### src/rtl/mlp_pkg.sv
// -----------------------------------------------------------------------------
// mlp_pkg
// Shared constants and state types for the MNIST MLP layer sequencer.
//   IN_DIM / HID_DIM / OUT_DIM : layer geometry (784 -> 10 -> 10)
//   WA_W / AA_W                : weight and activation address widths
//   W2_BASE                    : first layer-2 word in the weight ROM
//   B2_BASE                    : first layer-2 entry in the bias table
//   state_e / phase_e          : top-level run state and per-neuron phase
// -----------------------------------------------------------------------------
package mlp_pkg;

  localparam int IN_DIM  = 784;
  localparam int HID_DIM = 10;
  localparam int OUT_DIM = 10;
  localparam int WA_W    = 13;
  localparam int AA_W    = 10;

  localparam int W2_BASE = IN_DIM * HID_DIM;
  localparam int B2_BASE = HID_DIM;

  typedef enum logic [1:0] {
    S_IDLE,
    S_L1,
    S_L2,
    S_FIN
  } state_e;

  typedef enum logic [1:0] {
    P_ISSUE,
    P_DRAIN,
    P_BIAS,
    P_WB
  } phase_e;

endpackage

### src/rtl/mlp_addr_gen.sv
// -----------------------------------------------------------------------------
// mlp_addr_gen
// Nested fan-in (k) / neuron counters plus the weight ROM address for the
// current beat. Counters only move when told to, so a stalled issue cycle
// simply holds them.
//   clk, rst        : clock, asynchronous active-high reset
//   clear_i         : synchronous return of both counters to 0
//   issue_i         : one read issued this cycle; advance k
//   advance_i       : neuron write-back this cycle; advance neuron
//   l2_i            : 1 while running layer 2 (selects fan-in and ROM region)
//   k_o, neuron_o   : current counter values
//   k_last_o        : k is the last fan-in index for this layer
//   neuron_last_o   : neuron is the last neuron of this layer
//   w_addr_o        : weight ROM address for (layer, neuron, k)
// -----------------------------------------------------------------------------
module mlp_addr_gen
  import mlp_pkg::*;
(
  input  logic            clk,
  input  logic            rst,
  input  logic            clear_i,
  input  logic            issue_i,
  input  logic            advance_i,
  input  logic            l2_i,
  output logic [AA_W-1:0] k_o,
  output logic [3:0]      neuron_o,
  output logic            k_last_o,
  output logic            neuron_last_o,
  output logic [WA_W-1:0] w_addr_o
);

  logic [AA_W-1:0] k_q;
  logic [3:0]      neuron_q;
  logic [AA_W-1:0] kMax;
  logic [3:0]      neuronMax;
  logic [WA_W-1:0] nExt;
  logic [WA_W-1:0] kExt;

  always_comb begin
    kMax      = l2_i ? AA_W'(HID_DIM - 1) : AA_W'(IN_DIM - 1);
    neuronMax = l2_i ? 4'(OUT_DIM - 1) : 4'(HID_DIM - 1);
  end

  assign k_last_o      = (k_q == kMax);
  assign neuron_last_o = (neuron_q == neuronMax);

  // Layer 2 weights are packed directly after all of layer 1, each neuron
  // owning a contiguous run of fan-in words.
  always_comb begin
    nExt = WA_W'(neuron_q);
    kExt = WA_W'(k_q);
    if (l2_i)
      w_addr_o = WA_W'(W2_BASE) + nExt * WA_W'(HID_DIM) + kExt;
    else
      w_addr_o = nExt * WA_W'(IN_DIM) + kExt;
  end

  // k wraps on the last issue so the next neuron starts at 0; neuron wraps
  // on the last write-back of a layer so layer 2 starts at neuron 0.
  always_ff @(posedge clk or posedge rst) begin
    if (rst) begin
      k_q      <= '0;
      neuron_q <= '0;
    end else if (clear_i) begin
      k_q      <= '0;
      neuron_q <= '0;
    end else begin
      if (issue_i)
        k_q <= k_last_o ? '0 : k_q + AA_W'(1);
      if (advance_i)
        neuron_q <= neuron_last_o ? '0 : neuron_q + 4'd1;
    end
  end

  assign k_o      = k_q;
  assign neuron_o = neuron_q;

endmodule

### src/rtl/mlp_layer_sequencer.sv
// -----------------------------------------------------------------------------
// mlp_layer_sequencer
// Control FSM that time-shares one MAC/bias/ReLU datapath across both dense
// layers of the MNIST MLP (784->10 with ReLU, then 10->10 linear). Each
// neuron runs ISSUE (fan-in reads) -> DRAIN -> BIAS -> WB.
//   clk, rst  : clock, asynchronous active-high reset
//   start     : one-cycle request for a new inference (ignored while busy)
//   abort     : cancel the current run, back to IDLE next cycle
//   stall     : memory not ready; holds read issue
//   busy      : run in progress
//   done      : sticky completion flag, cleared by the next accepted start
//   w_addr    : weight ROM address
//   act_addr  : activation read address (= k)
//   act_sel   : 0 input buffer, 1 hidden buffer
//   rd_en     : weight/activation read strobe (data valid next cycle)
//   mac_clr   : with mac_en, load instead of accumulate
//   mac_en    : accumulate the product of the returned read data
//   b_addr    : bias table address
//   bias_en   : add bias[b_addr] to the accumulator
//   wb_en     : write accumulator to destination
//   wb_addr   : destination neuron
//   wb_sel    : 0 hidden buffer, 1 output register file
//   relu_en   : apply ReLU on write-back (layer 1)
// -----------------------------------------------------------------------------
module mlp_layer_sequencer
  import mlp_pkg::*;
(
  input  logic            clk,
  input  logic            rst,
  input  logic            start,
  input  logic            abort,
  input  logic            stall,
  output logic            busy,
  output logic            done,
  output logic [WA_W-1:0] w_addr,
  output logic [AA_W-1:0] act_addr,
  output logic            act_sel,
  output logic            rd_en,
  output logic            mac_clr,
  output logic            mac_en,
  output logic [4:0]      b_addr,
  output logic            bias_en,
  output logic            wb_en,
  output logic [3:0]      wb_addr,
  output logic            wb_sel,
  output logic            relu_en
);

  state_e          state_q;
  phase_e          phase_q;
  logic            busy_q;
  logic            done_q;
  logic            macEn_q;
  logic            macClr_q;

  logic            inRun;
  logic            inL2;
  logic            readIssue;
  logic            accepted;
  logic            counterClear;
  logic            neuronAdvance;
  logic [AA_W-1:0] kCur;
  logic [3:0]      neuronCur;
  logic            kLast;
  logic            neuronLast;
  logic [WA_W-1:0] wAddrCur;

  assign inRun = (state_q == S_L1) || (state_q == S_L2);
  assign inL2  = (state_q == S_L2);

  // A read goes out on every unstalled ISSUE cycle; stall only blocks new
  // issue, never the later phases.
  assign readIssue     = inRun && (phase_q == P_ISSUE) && !stall;
  assign accepted      = (state_q == S_IDLE) && start && !abort;
  assign counterClear  = accepted || ((state_q != S_IDLE) && abort);
  assign neuronAdvance = inRun && (phase_q == P_WB) && !abort;

  mlp_addr_gen u_addr_gen (
    .clk           (clk),
    .rst           (rst),
    .clear_i       (counterClear),
    .issue_i       (readIssue),
    .advance_i     (neuronAdvance),
    .l2_i          (inL2),
    .k_o           (kCur),
    .neuron_o      (neuronCur),
    .k_last_o      (kLast),
    .neuron_last_o (neuronLast),
    .w_addr_o      (wAddrCur)
  );

  // Run FSM plus the one-deep rd_en -> mac_en pipe. Abort kills the read
  // issued in the abort cycle so no mac_en escapes after returning to IDLE.
  // The last write-back of layer 2 lands in FIN with done already set.
  always_ff @(posedge clk or posedge rst) begin
    if (rst) begin
      state_q  <= S_IDLE;
      phase_q  <= P_ISSUE;
      busy_q   <= 1'b0;
      done_q   <= 1'b0;
      macEn_q  <= 1'b0;
      macClr_q <= 1'b0;
    end else begin
      macEn_q  <= readIssue && !abort;
      macClr_q <= readIssue && !abort && (kCur == '0);
      case (state_q)
        S_IDLE: begin
          if (accepted) begin
            state_q <= S_L1;
            phase_q <= P_ISSUE;
            busy_q  <= 1'b1;
            done_q  <= 1'b0;
          end
        end
        S_L1, S_L2: begin
          if (abort) begin
            state_q <= S_IDLE;
            phase_q <= P_ISSUE;
            busy_q  <= 1'b0;
            done_q  <= 1'b0;
          end else begin
            case (phase_q)
              P_ISSUE: if (readIssue && kLast) phase_q <= P_DRAIN;
              P_DRAIN: phase_q <= P_BIAS;
              P_BIAS:  phase_q <= P_WB;
              P_WB: begin
                phase_q <= P_ISSUE;
                if (neuronLast) begin
                  if (state_q == S_L1) begin
                    state_q <= S_L2;
                  end else begin
                    state_q <= S_FIN;
                    busy_q  <= 1'b0;
                    done_q  <= 1'b1;
                  end
                end
              end
              default: phase_q <= P_ISSUE;
            endcase
          end
        end
        S_FIN: begin
          state_q <= S_IDLE;
          phase_q <= P_ISSUE;
        end
        default: begin
          state_q <= S_IDLE;
          phase_q <= P_ISSUE;
        end
      endcase
    end
  end

  // Strobe decode. Everything is derived from registered state, so reset
  // drives every output to 0 immediately (counters and neuron are 0 too).
  assign busy     = busy_q;
  assign done     = done_q;
  assign rd_en    = readIssue;
  assign mac_en   = macEn_q;
  assign mac_clr  = macClr_q;
  assign bias_en  = inRun && (phase_q == P_BIAS);
  assign wb_en    = inRun && (phase_q == P_WB);
  assign w_addr   = wAddrCur;
  assign act_addr = kCur;
  assign act_sel  = inL2;
  assign b_addr   = inL2 ? 5'(B2_BASE) + {1'b0, neuronCur} : {1'b0, neuronCur};
  assign wb_addr  = neuronCur;
  assign wb_sel   = inL2;
  assign relu_en  = (state_q == S_L1);

endmodule
### config.mk
export PLATFORM = sky130hd
export DESIGN_NAME = mlp_layer_sequencer
export DESIGN_NICKNAME = d
export VERILOG_FILES = /design/src/rtl/mlp_pkg.sv /design/src/rtl/mlp_addr_gen.sv /design/src/rtl/mlp_layer_sequencer.sv
export SDC_FILE = /design/constraint.sdc
export NUM_CORES = 1
export LEC_CHECK = 0
export ABC_AREA = 1
export CELL_PAD_IN_SITES_DETAIL_PLACEMENT = 1
export CELL_PAD_IN_SITES_GLOBAL_PLACEMENT = 1
export CORE_UTILIZATION = 38
export CTS_BUF_LIST = sky130_fd_sc_hd__clkbuf_4 sky130_fd_sc_hd__clkbuf_8 sky130_fd_sc_hd__clkbuf_16
export CTS_CLUSTER_SIZE = 24
export DETAILED_ROUTE_END_ITERATION = 12
export PLACE_DENSITY = 0.77
export REMOVE_ABC_BUFFERS = 1
export SYNTH_ARGS = -nofsm -noshare
export SYNTH_HDL_FRONTEND = slang
export SYNTH_SLANG_ARGS = --single-unit
export TNS_END_PERCENT = 30
### constraint.sdc
create_clock -name clk -period 3.63 [get_ports clk]
set_clock_uncertainty 0.15 [all_clocks]
set_input_delay 0.5445 -clock clk [delete_from_list [all_inputs] [get_ports clk]]
set_output_delay 0.5445 -clock clk [all_outputs]
set_load 0.01 [all_outputs]
==> impl_metrics.prom, run 1 <==
# TYPE chip_impl_metric gauge
chip_impl_info{name="outcome",value="finished, violations left"} 1
chip_impl_info{name="failed_checks",value="negative setup slack"} 1
chip_impl_metric{name="design.core.area",unit="sq mm"} 0.00639
chip_impl_metric{name="final_cell_count_no_fill",unit=""} 500
chip_impl_metric{name="leakage_power",unit="nW"} 1.74
chip_impl_metric{name="grt_pass1_wl",unit="um"} 12900
chip_impl_info{name="netlist_top_cells_area",value="sky130_fd_sc_hd__dfrtp_1 (22%), sky130_fd_sc_hd__ha_1 (18%), sky130_fd_sc_hd__nand2_1 (14%)"} 1
chip_impl_metric{name="ir_drop",unit="V"} 0.000371
chip_impl_metric{name="tritoncts_num_sinks",unit=""} 22
chip_impl_metric{name="detail_route.first_pass.iterations",unit=""} 4
chip_impl_metric{name="finalSetupViolations",unit=""} 5
chip_impl_info{name="synth_largest_area_cell",value="sky130_fd_sc_hd__dfrtp_1"} 1
chip_impl_metric{name="yosys_warning_total",unit=""} 0
chip_impl_metric{name="cellPowerDensity",unit="mW/mm^2"} 715
chip_impl_metric{name="cts_hold_repair.buffers",unit=""} 0
chip_impl_metric{name="grt_max_degree",unit=""} 23
chip_impl_metric{name="critPathRequiredTime",unit="ns"} 2.94
chip_impl_metric{name="die_w",unit="um"} 83.5
chip_impl_metric{name="sequential_cell_area",unit="sq um"} 551
chip_impl_info{name="worstSetupPathType",value="register to output pin"} 1
chip_impl_metric{name="drc",unit=""} 0
chip_impl_metric{name="ios",unit=""} 47
chip_impl_info{name="cts_tree",value="yes"} 1
chip_impl_metric{name="floorplan.die_area",unit="sq mm"} 0.00698
chip_impl_info{name="synth.most_common_cell",value="sky130_fd_sc_hd__nand2_1"} 1
chip_impl_info{name="worst_hold_path_type",value="register to register"} 1
chip_impl_metric{name="die_h",unit="um"} 83.5
chip_impl_metric{name="finalWorstPathRequiredPeriod",unit="ns"} 3.83
chip_impl_metric{name="groute.usage.overall",unit="%"} 22.8
chip_impl_metric{name="nFillCells",unit=""} 846
chip_impl_info{name="timing.hold.worst.start",value="done"} 1
chip_impl_metric{name="maxCapViolCount",unit=""} 0
chip_impl_metric{name="area_delta_synth_final",unit="%"} 29.7
chip_impl_metric{name="initial_utilization",unit="%"} 39.6
chip_impl_metric{name="synthesis.area_per_instance",unit="sq um"} 6.96
chip_impl_info{name="rsz_0062_raised_after_global_routing",value="yes"} 1
chip_impl_metric{name="cts-buffers-inserted",unit=""} 3
chip_impl_metric{name="synth_edf_count",unit=""} 0
chip_impl_metric{name="detailed_placement_hpwl",unit="um"} 6020
chip_impl_metric{name="preCtsSetupSlack",unit="ns"} -0.430
chip_impl_info{name="critical_path.startpoint",value="u_addr_gen.neuron_o[1]"} 1
chip_impl_metric{name="route.final.wire_length",unit="um"} 7710
chip_impl_metric{name="synth_area",unit="sq mm"} 0.00253
chip_impl_metric{name="timing.fmax",unit="MHz"} 261
chip_impl_metric{name="synth-seq-area-share",unit="%"} 21.8
chip_impl_metric{name="post-synth-top-area-fraction",unit="%"} 21.8
chip_impl_metric{name="clkSlewWorstSetupHoldPaths",unit="ns"} 0.09
chip_impl_metric{name="first_global_vias",unit=""} 2731
chip_impl_metric{name="antenna_left",unit=""} 0
chip_impl_metric{name="numPlacedInstances",unit=""} 491
chip_impl_metric{name="synthCells",unit=""} 363
chip_impl_metric{name="ys_async_sr_fraction",unit="%"} 100
chip_impl_metric{name="routedWlPerCell",unit="um"} 15.4
chip_impl_metric{name="place_congestion",unit=""} 0.826
chip_impl_metric{name="place.port_buffers",unit=""} 46
chip_impl_metric{name="multi_input_comb_area",unit="sq mm"} 0.00177
chip_impl_metric{name="ctsLongestPathBuffers",unit=""} 2
chip_impl_info{name="prevailing_post_synth_register_cell",value="sky130_fd_sc_hd__dfrtp_1"} 1
chip_impl_metric{name="worstMarginPinSlew",unit="ns"} 0.916
chip_impl_info{name="critPathCaptureType",value="output pin"} 1
chip_impl_metric{name="htree_num_levels",unit=""} 1
chip_impl_metric{name="grt.overflow.total",unit=""} 0
chip_impl_metric{name="std_cell_rows",unit=""} 29
chip_impl_metric{name="synth.distinct_cells",unit=""} 36
chip_impl_metric{name="total_power",unit="mW"} 2.34
chip_impl_info{name="clockRootBuffer",value="sky130_fd_sc_hd__clkbuf_8"} 1
chip_impl_metric{name="drive_above_1_share",unit="%"} 14.4
chip_impl_metric{name="final_hold_vios",unit=""} 0
chip_impl_metric{name="total_count_of_max_transition_violations_in_the_final_report",unit=""} 0
chip_impl_metric{name="route.vias.total",unit=""} 2600
chip_impl_metric{name="worst_relative_slew_slack",unit="%"} 38.9
chip_impl_metric{name="synth.ff_latch_count",unit=""} 22
chip_impl_metric{name="setup_total_negative_slack",unit="ns"} -0.712
chip_impl_metric{name="initial_antenna_violation_count",unit=""} 0
chip_impl_info{name="synth_top_cells_by_count",value="sky130_fd_sc_hd__nand2_1 (91), sky130_fd_sc_hd__inv_1 (57), sky130_fd_sc_hd__ha_1 (37)"} 1
chip_impl_info{name="worstReg2RegStart",value="state_q[0]"} 1
chip_impl_metric{name="drt_first_iter_violations",unit=""} 36
chip_impl_metric{name="final.setup.worst_slack",unit="ns"} -0.201
chip_impl_metric{name="worst-path-max-fanout",unit=""} 3
chip_impl_metric{name="finalCoreUtilization",unit="%"} 51.3
chip_impl_metric{name="diodes",unit=""} 0
chip_impl_metric{name="final.period_utilization",unit="%"} 106
chip_impl_metric{name="final_nets",unit=""} 469
chip_impl_info{name="worstSetupStartpointType",value="register"} 1
chip_impl_metric{name="critical_path_arrival",unit="ns"} 3.14
chip_impl_metric{name="worst_skew_pair.late_latency",unit="ns"} 0.27
chip_impl_metric{name="post_drt_via_cell_ratio",unit=""} 5.20
[report_power, final]
part           internal, mW  total [mW]  switching (mW)
sequential            0.311       0.384          0.0724
combinational         0.728        1.72           0.993
clock                 0.148       0.239          0.0909
total                  1.19        2.34            1.16
[final timing paths]
kind	depth (start not counted)	endpoint	slack (ns)
min in group asynchronous	2	busy	0.61
worst max-delay path	16	w_addr[10]	-0.20
worst min register to register	2	done	0.34
worst min-delay path	2	done	0.34
max in group asynchronous	2	u_addr_gen.k_o[4]	2.15
worst max register to register	10	phase_q[0]	1.54
[logic make-up (layout without fill, tap and decap cells)]
| family | Yosys count | in the layout | share of synthesized area [%] |
|---|---|---|---|
| buffers and inverters | 68 | 128 | 11.5 |
| AO/OA/AOI/OAI | 52 | 52 | 11.2 |
| flip-flops | 22 | 22 | 21.8 |
| adder cells (fa/ha/maj) | 40 | 40 | 20.7 |
| AND/OR/NAND/NOR | 168 | 168 | 30.3 |
| XOR/XNOR | 13 | 13 | 4.51 |
[metrics by stage]
step	hold WS, ns	instance area, sq um
after detailed placement	0.329	3120
after CTS	0.353	3230
after floorplan	0.339	2460
after global routing	0.382	3280
final	0.342	3280
after global placement	0.321	3120
[cells in the final DEF (no fill, tap or decap), drive strengths merged]
cell / n
buf: 26
nor2: 24
xnor2: 3
nor3: 3
o21bai: 1
nand2: 96
nand4: 9
nand3b: 1
o21ai: 28
o22ai: 4
a21oi: 15
clkbuf: 3
o211ai: 1
and2: 1
or2: 1
inv: 59
dlygate4sd2: 1
xor2: 10
clkdlybuf4s50: 38
fa: 3
bufinv: 1
nor4: 1
dfrtp: 22
a21o: 2
nand3: 32
a22oi: 1
ha: 37
[final cells by class]
type	count	area share (%)
clock buffers	3	1.26
clock inverters	1	0.917
inverters	59	6.84
multi-input cells	273	53.9
flip-flops and latches	22	16.8
well taps	77	2.94
repair buffers	65	17.3
[sequential cells by signal, indices dropped and copies added, names as in the netlist]
signal / cells
u_addr_gen.neuron_o: 4
mac_clr: 1
busy: 1
mac_en: 1
state_q: 2
done: 1
u_addr_gen.k_o: 10
phase_q: 2
[worst max-delay path, cell delays in order (launching register included)]
cell and delay [ns]:
sky130_fd_sc_hd__dfrtp_1 0.43, sky130_fd_sc_hd__ha_4 0.29, sky130_fd_sc_hd__ha_4 0.13, sky130_fd_sc_hd__inv_2 0.03, sky130_fd_sc_hd__fa_2 0.54, sky130_fd_sc_hd__inv_2 0.06, sky130_fd_sc_hd__ha_4 0.15, sky130_fd_sc_hd__xor2_1 0.15
sky130_fd_sc_hd__ha_1 0.32, sky130_fd_sc_hd__nand2_1 0.11, sky130_fd_sc_hd__inv_2 0.05, sky130_fd_sc_hd__a21oi_2 0.16, sky130_fd_sc_hd__nand2_1 0.09, sky130_fd_sc_hd__nand2_2 0.08, sky130_fd_sc_hd__nand3_2 0.08, sky130_fd_sc_hd__nand2_1 0.07
sky130_fd_sc_hd__buf_2 0.12
[layer usage]
metal / global-route usage [%] / up-vias / share of wire [%]
li1: - / 1297 / -
met1: 27.4 / 1244 / 44
met5: 0 / - / 0
met2: 42.8 / 48 / 52
met3: 1.98 / 11 / 2.9
met4: 7.09 / 0 / 1.3
[what timing repair did]
item / 4_1_cts / 5_1_grt
pin swaps: 12 / 8
resized for setup: 44 / 8
buffers inserted: 3 / 2
setup endpoints to repair: 8 / 7
No activity file was read; power rests on OpenSTA's default activity.
==> run 2: changes to the inputs <==
--- a/config.mk
+++ b/config.mk
@@ -8,12 +8,14 @@
 export ABC_AREA = 1
 export CELL_PAD_IN_SITES_DETAIL_PLACEMENT = 1
 export CELL_PAD_IN_SITES_GLOBAL_PLACEMENT = 1
+export CORE_MARGIN = 2
 export CORE_UTILIZATION = 38
 export CTS_BUF_LIST = sky130_fd_sc_hd__clkbuf_4 sky130_fd_sc_hd__clkbuf_8 sky130_fd_sc_hd__clkbuf_16
 export CTS_CLUSTER_SIZE = 24
 export DETAILED_ROUTE_END_ITERATION = 12
 export PLACE_DENSITY = 0.77
 export REMOVE_ABC_BUFFERS = 1
+export SLEW_MARGIN = 20
 export SYNTH_ARGS = -nofsm -noshare
 export SYNTH_HDL_FRONTEND = slang
 export SYNTH_SLANG_ARGS = --single-unit
==> run 2 against run 1 <==
Net effect:
- the run still ends with negative setup slack left
- cell count fell by 0.20%
- critical path depth stayed put
- non-clock buffer count unchanged
- sequential share of layout area rose by 0.11 points
- global-route usage is 1.2 points lower
==> impl_metrics.prom, run 2 (synthesis gave the netlist of run 1 again) <==
# TYPE chip_impl_metric gauge
chip_impl_metric{name="final_nets",unit=""} 469
chip_impl_metric{name="area_delta_synth_final",unit="%"} 28.8
chip_impl_info{name="clockRootBuffer",value="sky130_fd_sc_hd__clkbuf_8"} 1
chip_impl_info{name="critical_path.slowest_cell",value="sky130_fd_sc_hd__fa_2"} 1
chip_impl_metric{name="drive_above_1_share",unit="%"} 14.9
chip_impl_metric{name="initial_antenna_violation_count",unit=""} 0
chip_impl_metric{name="finalWorstPathRequiredPeriod",unit="ns"} 3.82
chip_impl_metric{name="nFillCells",unit=""} 821
chip_impl_info{name="outcome",value="finished, violations left"} 1
chip_impl_metric{name="worst_path_largest_cell_delay",unit="ns"} 0.55
chip_impl_metric{name="finalSetupViolations",unit=""} 7
chip_impl_metric{name="cell_area_reported_after_detailed_placement",unit="sq mm"} 0.00311
chip_impl_metric{name="largest_register_ffs",unit=""} 10
chip_impl_metric{name="grt_pass1_wl",unit="um"} 13000
chip_impl_metric{name="total_count_of_max_transition_violations_in_the_final_report",unit=""} 0
chip_impl_metric{name="place.port_buffers",unit=""} 46
chip_impl_metric{name="drt_first_iter_violations",unit=""} 64
chip_impl_metric{name="timing.reg2reg.setup_slack",unit="ns"} 1.54
chip_impl_info{name="worstSetupPathType",value="register to output pin"} 1
chip_impl_metric{name="worst-path-max-fanout",unit=""} 3
chip_impl_metric{name="tritoncts_num_sinks",unit=""} 22
chip_impl_metric{name="first_global_vias",unit=""} 2739
chip_impl_metric{name="ctsLongestPathBuffers",unit=""} 2
chip_impl_metric{name="clkSlewWorstSetupHoldPaths",unit="ns"} 0.09
chip_impl_metric{name="drc",unit=""} 0
chip_impl_metric{name="floorplan.die_area",unit="sq mm"} 0.00732
chip_impl_metric{name="min_path_cells",unit=""} 2
chip_impl_metric{name="critPathRequiredTime",unit="ns"} 2.94
chip_impl_metric{name="initial_utilization",unit="%"} 39.6
chip_impl_metric{name="die_h",unit="um"} 85.5
chip_impl_metric{name="final.setup.worst_slack",unit="ns"} -0.187
chip_impl_metric{name="critical_path_arrival",unit="ns"} 3.12
chip_impl_metric{name="ir_drop",unit="V"} 0.000373
chip_impl_metric{name="r2r_cells",unit=""} 8
chip_impl_metric{name="detail_route.first_pass.iterations",unit=""} 4
chip_impl_info{name="cts_tree",value="yes"} 1
chip_impl_info{name="critPathCaptureType",value="output pin"} 1
chip_impl_info{name="final_common_cell",value="sky130_fd_sc_hd__nand2_1"} 1
chip_impl_metric{name="timing.fmax",unit="MHz"} 262
chip_impl_metric{name="post_drt_via_cell_ratio",unit=""} 5.19
chip_impl_info{name="rsz_0062_raised_after_global_routing",value="yes"} 1
chip_impl_metric{name="diodes",unit=""} 0
chip_impl_metric{name="final_hold_vios",unit=""} 0
chip_impl_metric{name="antenna_left",unit=""} 0
chip_impl_metric{name="grt.overflow.total",unit=""} 0
chip_impl_metric{name="route.vias.total",unit=""} 2591
chip_impl_metric{name="final.period_utilization",unit="%"} 105
chip_impl_metric{name="finalCoreUtilization",unit="%"} 51.0
chip_impl_info{name="failed_checks",value="negative setup slack"} 1
chip_impl_metric{name="leakage_power",unit="nW"} 1.73
chip_impl_metric{name="preCtsSetupSlack",unit="ns"} -0.447
chip_impl_metric{name="ios",unit=""} 47
chip_impl_info{name="worst_hold_path_type",value="register to register"} 1
chip_impl_info{name="worstPathCellList",value="ha_1 -> ha_2 -> inv_2 -> fa_2 -> inv_2 -> ha_4 -> xor2_1 -> ha_1 -> buf_4 -> nand2_2 -> inv_2 -> a21oi_4 -> nand2_1 -> nand3_1 -> nand3_1 -> buf_2"} 1
chip_impl_metric{name="die_w",unit="um"} 85.5
chip_impl_metric{name="htree_num_levels",unit=""} 1
chip_impl_metric{name="worst_skew_pair.late_latency",unit="ns"} 0.26
chip_impl_metric{name="routedWlPerCell",unit="um"} 15.5
chip_impl_metric{name="maxCapViolCount",unit=""} 0
chip_impl_metric{name="std_cell_rows",unit=""} 29
chip_impl_metric{name="cts-buffers-inserted",unit=""} 3
chip_impl_metric{name="final_area",unit="sq mm"} 0.00325
chip_impl_metric{name="groute.usage.overall",unit="%"} 21.6
chip_impl_info{name="most_frequent_cells_in_the_layout",value="sky130_fd_sc_hd__nand2_1 (89), sky130_fd_sc_hd__inv_1 (52), sky130_fd_sc_hd__clkdlybuf4s50_1 (38)"} 1
chip_impl_metric{name="grt_max_degree",unit=""} 23
chip_impl_metric{name="design.core.area",unit="sq mm"} 0.00639
chip_impl_metric{name="worstMarginPinSlew",unit="ns"} 0.922
chip_impl_metric{name="cellPowerDensity",unit="mW/mm^2"} 688
chip_impl_info{name="worstSetupStartpointType",value="register"} 1
chip_impl_metric{name="worst_relative_slew_slack",unit="%"} 38.4
chip_impl_metric{name="route.final.wire_length",unit="um"} 7750
chip_impl_metric{name="detailed_placement_hpwl",unit="um"} 5960
chip_impl_info{name="crit_path_frequent_cell",value="sky130_fd_sc_hd__inv_2"} 1
chip_impl_metric{name="place_congestion",unit=""} 0.797
[run 2: cell count changes in the layout (fill, tap and decap cells not counted), sizes merged]
cell | previous run | this run
dlygate4sd2 | 1 | 0
bufinv | 1 | 0
clkbuf | 3 | 4
[run 2: worst max-delay path: cells and delay by family, from the launching register on]
kind,cells,cell delay [ns]
AOI/OAI and AO/OA,1,0.13
DFF,1,0.40
buffers and inverters,5,0.44
and+or+nand+nor,4,0.27
xor gates and xnor gates,1,0.14
adders and majority gates,5,1.49
[run 2: final timing paths]
check | from | to
setup / recovery | u_addr_gen.neuron_o[3] | w_addr[9]
hold / removal | done | done
setup reg to reg | state_q[1] | u_addr_gen.neuron_o[1]
hold reg to reg | done | done
max in group asynchronous | rst | u_addr_gen.neuron_o[2]
min in group asynchronous | rst | busy
[run 2: layout make-up]
type                            instances  area [sq um]  area share, %
Clock buffer                            3          41.3           1.27
Inverter                               59           224           6.88
Multi-Input combinational cell        273          1780           54.7
Sequential cell                        22           551           16.9
Tap cell                               77          96.3           2.96
Timing Repair Buffer                   65           563           17.3
[run 2: per-layer routing]
metal / wire length [um] / up-vias / part of all wire (%) / global-route usage [%]
met4: 49 / 0 / 0.63 / 3.61
met3: 163 / 6 / 2.1 / 1.15
met2: 4060 / 37 / 52 / 39.8
li1: - / 1293 / - / -
met1: 3480 / 1255 / 45 / 28.4
met5: 0 / - / 0 / 0
[run 2: where the power goes]
| part | internal (mW) | switching [mW] |
|---|---|---|
| Combinational | 0.704 | 1.00 |
| Clock | 0.0742 | 0.0842 |
| Sequential | 0.311 | 0.0664 |
[run 2: what timing repair did]
item | in CTS | in global routing
pin swaps | 13 | 2
gates resized for setup | 47 | 11
hold buffers | 0 | 0
endpoints found under the setup margin | 8 | 8
buffers inserted | 6 | 1
[run 2: per-stage QoR]
step / hold WS (ns) / power, mW / std cells / setup TNS (ns)
global route: 0.408 / 2.47 / 499 / -1.92
CTS: 0.356 / 2.23 / 498 / -0.969
global placement: 0.320 / 2.01 / 489 / -1.21
floorplan: 0.339 / 1.35 / 354 / 0
finish: 0.347 / 2.24 / 499 / -0.923
detailed placement: 0.336 / 2.07 / 489 / -2.06
==> run 3: changes to the inputs <==
--- a/config.mk
+++ b/config.mk
@@ -13,6 +13,8 @@
 export CTS_BUF_LIST = sky130_fd_sc_hd__clkbuf_4 sky130_fd_sc_hd__clkbuf_8 sky130_fd_sc_hd__clkbuf_16
 export CTS_CLUSTER_SIZE = 24
 export DETAILED_ROUTE_END_ITERATION = 12
+export GPL_TIMING_DRIVEN = 0
+export HOLD_SLACK_MARGIN = 0.02
 export PLACE_DENSITY = 0.77
 export REMOVE_ABC_BUFFERS = 1
 export SLEW_MARGIN = 20
==> run 3 against run 2 <==
Net effect:
- the flow still finishes with violations (negative setup slack)
- worst hold slack better by 0.0014 ns
- die area unchanged
- sequential power up 4%
- cell area down 1.3%
- global-route usage down 0.11 points
- utilization down 0.67 points
- clock power up 51%
- cell count down 2.2%
- power up 2.9%
- largest power group unchanged
- sequential cell count unchanged
- non-clock buffer count down 12
- highest routed layer unchanged
- setup slack better by 0.038 ns
==> impl_metrics.prom, run 3 (synthesis gave the netlist of run 1 again) <==
# TYPE chip_impl_metric gauge
chip_impl_metric{name="cts-buffers-inserted",unit=""} 3
chip_impl_metric{name="place_congestion",unit=""} 0.828
chip_impl_metric{name="groute.usage.overall",unit="%"} 21.5
chip_impl_metric{name="preCtsSetupSlack",unit="ns"} -0.677
chip_impl_metric{name="detailed_placement_hpwl",unit="um"} 5640
chip_impl_metric{name="cts_hold_repair.buffers",unit=""} 0
chip_impl_metric{name="final.period_utilization",unit="%"} 104
chip_impl_metric{name="drc",unit=""} 0
chip_impl_metric{name="whs",unit="ns"} 0.348
chip_impl_metric{name="final.setup.worst_slack",unit="ns"} -0.149
chip_impl_metric{name="place.port_buffers",unit=""} 46
chip_impl_metric{name="grt.overflow.total",unit=""} 0
chip_impl_metric{name="htree_num_levels",unit=""} 1
chip_impl_metric{name="ir_drop",unit="V"} 0.000387
chip_impl_info{name="clockRootBuffer",value="sky130_fd_sc_hd__clkbuf_8"} 1
chip_impl_metric{name="diodes",unit=""} 0
chip_impl_metric{name="clkSlewWorstSetupHoldPaths",unit="ns"} 0.09
chip_impl_metric{name="leakage_power",unit="nW"} 1.67
chip_impl_metric{name="nFillCells",unit=""} 827
chip_impl_metric{name="routedWlPerCell",unit="um"} 15.5
chip_impl_metric{name="worst_path_largest_cell_delay",unit="ns"} 0.56
chip_impl_metric{name="largest_register_ffs",unit=""} 10
chip_impl_metric{name="finalWorstPathRequiredPeriod",unit="ns"} 3.78
chip_impl_metric{name="area_delta_synth_final",unit="%"} 27.1
chip_impl_info{name="cp_top_family",value="adder cells"} 1
chip_impl_metric{name="maxCapViolCount",unit=""} 0
chip_impl_metric{name="final_area",unit="sq mm"} 0.00321
chip_impl_metric{name="initial_antenna_violation_count",unit=""} 0
chip_impl_metric{name="route.vias.total",unit=""} 2546
chip_impl_info{name="outcome",value="finished, violations left"} 1
chip_impl_info{name="critPathCaptureType",value="output pin"} 1
chip_impl_metric{name="cell_area_reported_after_detailed_placement",unit="sq mm"} 0.00302
chip_impl_info{name="worst_hold_path_type",value="register to register"} 1
chip_impl_metric{name="critical_path_arrival",unit="ns"} 3.08
chip_impl_info{name="rsz_0062_raised_after_global_routing",value="yes"} 1
chip_impl_metric{name="tritoncts_num_sinks",unit=""} 22
chip_impl_metric{name="critPathRequiredTime",unit="ns"} 2.94
chip_impl_metric{name="die_h",unit="um"} 85.5
chip_impl_metric{name="final_nets",unit=""} 457
chip_impl_metric{name="first_global_vias",unit=""} 2678
chip_impl_metric{name="post_drt_via_cell_ratio",unit=""} 5.22
chip_impl_metric{name="cellPowerDensity",unit="mW/mm^2"} 718
chip_impl_metric{name="detail_route.first_pass.iterations",unit=""} 4
chip_impl_metric{name="drive_above_1_share",unit="%"} 13.1
chip_impl_info{name="worstSetupStartpointType",value="register"} 1
chip_impl_info{name="worstPathCellList",value="ha_4 -> ha_4 -> inv_2 -> fa_2 -> inv_2 -> ha_4 -> xor2_1 -> ha_1 -> nand2_1 -> inv_2 -> a21oi_2 -> nand2_1 -> nand2_2 -> nand3_2 -> nand2_1 -> buf_2"} 1
chip_impl_metric{name="drt_first_iter_violations",unit=""} 72
chip_impl_info{name="worstSetupPathType",value="register to output pin"} 1
chip_impl_metric{name="floorplan.die_area",unit="sq mm"} 0.00732
chip_impl_metric{name="grt_max_degree",unit=""} 23
chip_impl_metric{name="worst-path-max-fanout",unit=""} 3
chip_impl_metric{name="numPlacedInstances",unit=""} 477
chip_impl_metric{name="finalSetupViolations",unit=""} 6
chip_impl_metric{name="die_w",unit="um"} 85.5
chip_impl_metric{name="worst_skew_pair.late_latency",unit="ns"} 0.27
chip_impl_metric{name="std_cell_rows",unit=""} 29
chip_impl_metric{name="ctsLongestPathBuffers",unit=""} 2
chip_impl_metric{name="finalCoreUtilization",unit="%"} 50.3
chip_impl_metric{name="route.final.wire_length",unit="um"} 7560
chip_impl_metric{name="worstMarginPinSlew",unit="ns"} 0.899
chip_impl_info{name="most_frequent_cells_in_the_layout",value="sky130_fd_sc_hd__nand2_1 (89), sky130_fd_sc_hd__inv_1 (52), sky130_fd_sc_hd__clkdlybuf4s50_1 (39)"} 1
chip_impl_info{name="failed_checks",value="negative setup slack"} 1
chip_impl_metric{name="initial_utilization",unit="%"} 39.6
chip_impl_metric{name="total_power",unit="mW"} 2.31
chip_impl_info{name="cts_tree",value="yes"} 1
chip_impl_metric{name="design.core.area",unit="sq mm"} 0.00639
chip_impl_info{name="critical_path.slowest_cell",value="sky130_fd_sc_hd__fa_2"} 1
chip_impl_metric{name="grt_pass1_wl",unit="um"} 12600
chip_impl_metric{name="total_count_of_max_transition_violations_in_the_final_report",unit=""} 0
chip_impl_metric{name="worst_relative_slew_slack",unit="%"} 40.0
chip_impl_metric{name="final_cell_count_no_fill",unit=""} 488
chip_impl_metric{name="ios",unit=""} 47
chip_impl_metric{name="critical_path_buf_inv_count",unit=""} 4
chip_impl_metric{name="timing.reg2reg.setup_slack",unit="ns"} 1.10
chip_impl_metric{name="final_hold_vios",unit=""} 0
chip_impl_metric{name="antenna_left",unit=""} 0
chip_impl_info{name="final_common_cell",value="sky130_fd_sc_hd__nand2_1"} 1
chip_impl_metric{name="timing.fmax",unit="MHz"} 265
chip_impl_metric{name="setup_total_negative_slack",unit="ns"} -0.729
==> run 3: cell type report <==
cell class | count | area (sq um) | share of cell area (%)
inverters | 59 | 224 | 6.97
clock buffers | 3 | 41.3 | 1.29
multi-input cells | 273 | 1780 | 55.3
flip-flops and latches | 22 | 556 | 17.3
clock inverters | 1 | 30.0 | 0.935
well taps | 77 | 96.3 | 3.00
repair buffers | 53 | 488 | 15.2
==> run 3: power by group <==
group	total (mW)	leakage [nW]	switching [mW]	internal [mW]
sequential	0.393	0.290	0.0789	0.315
clock	0.239	0.0357	0.0911	0.148
combinational	1.67	1.35	0.976	0.697
total	2.31	1.67	1.15	1.16
==> run 3: final timing paths <==
path                                        start                      to  depth (start not counted)
hold / removal                               done                    done                          2
min in group asynchronous                     rst  u_addr_gen.neuron_o[0]                          2
max in group asynchronous                     rst  u_addr_gen.neuron_o[2]                          2
setup reg to reg                       state_q[0]              phase_q[1]                         11
hold reg to reg                              done                    done                          2
setup / recovery           u_addr_gen.neuron_o[1]              w_addr[10]                         16
==> run 3: worst min-delay path: stages, from the launching register on <==
cell                      delay [ns]
sky130_fd_sc_hd__dfrtp_1        0.35
sky130_fd_sc_hd__nand2_1        0.05
sky130_fd_sc_hd__o21ai_0        0.06
==> run 3: timing repair <==
item	in CTS	in global routing
buffers inserted	6	1
endpoints found under the setup margin	13	8
resized for setup	48	6
pin swaps	14	6
==> run 3: routing by layer <==
layer  part of all wire, %  vias up  track usage, %
li1                      -     1267               -
met1                    45     1236            28.0
met2                    51       37            38.7
met3                   2.9        6            2.41
met4                  0.73        0            4.33
met5                     0        -               0
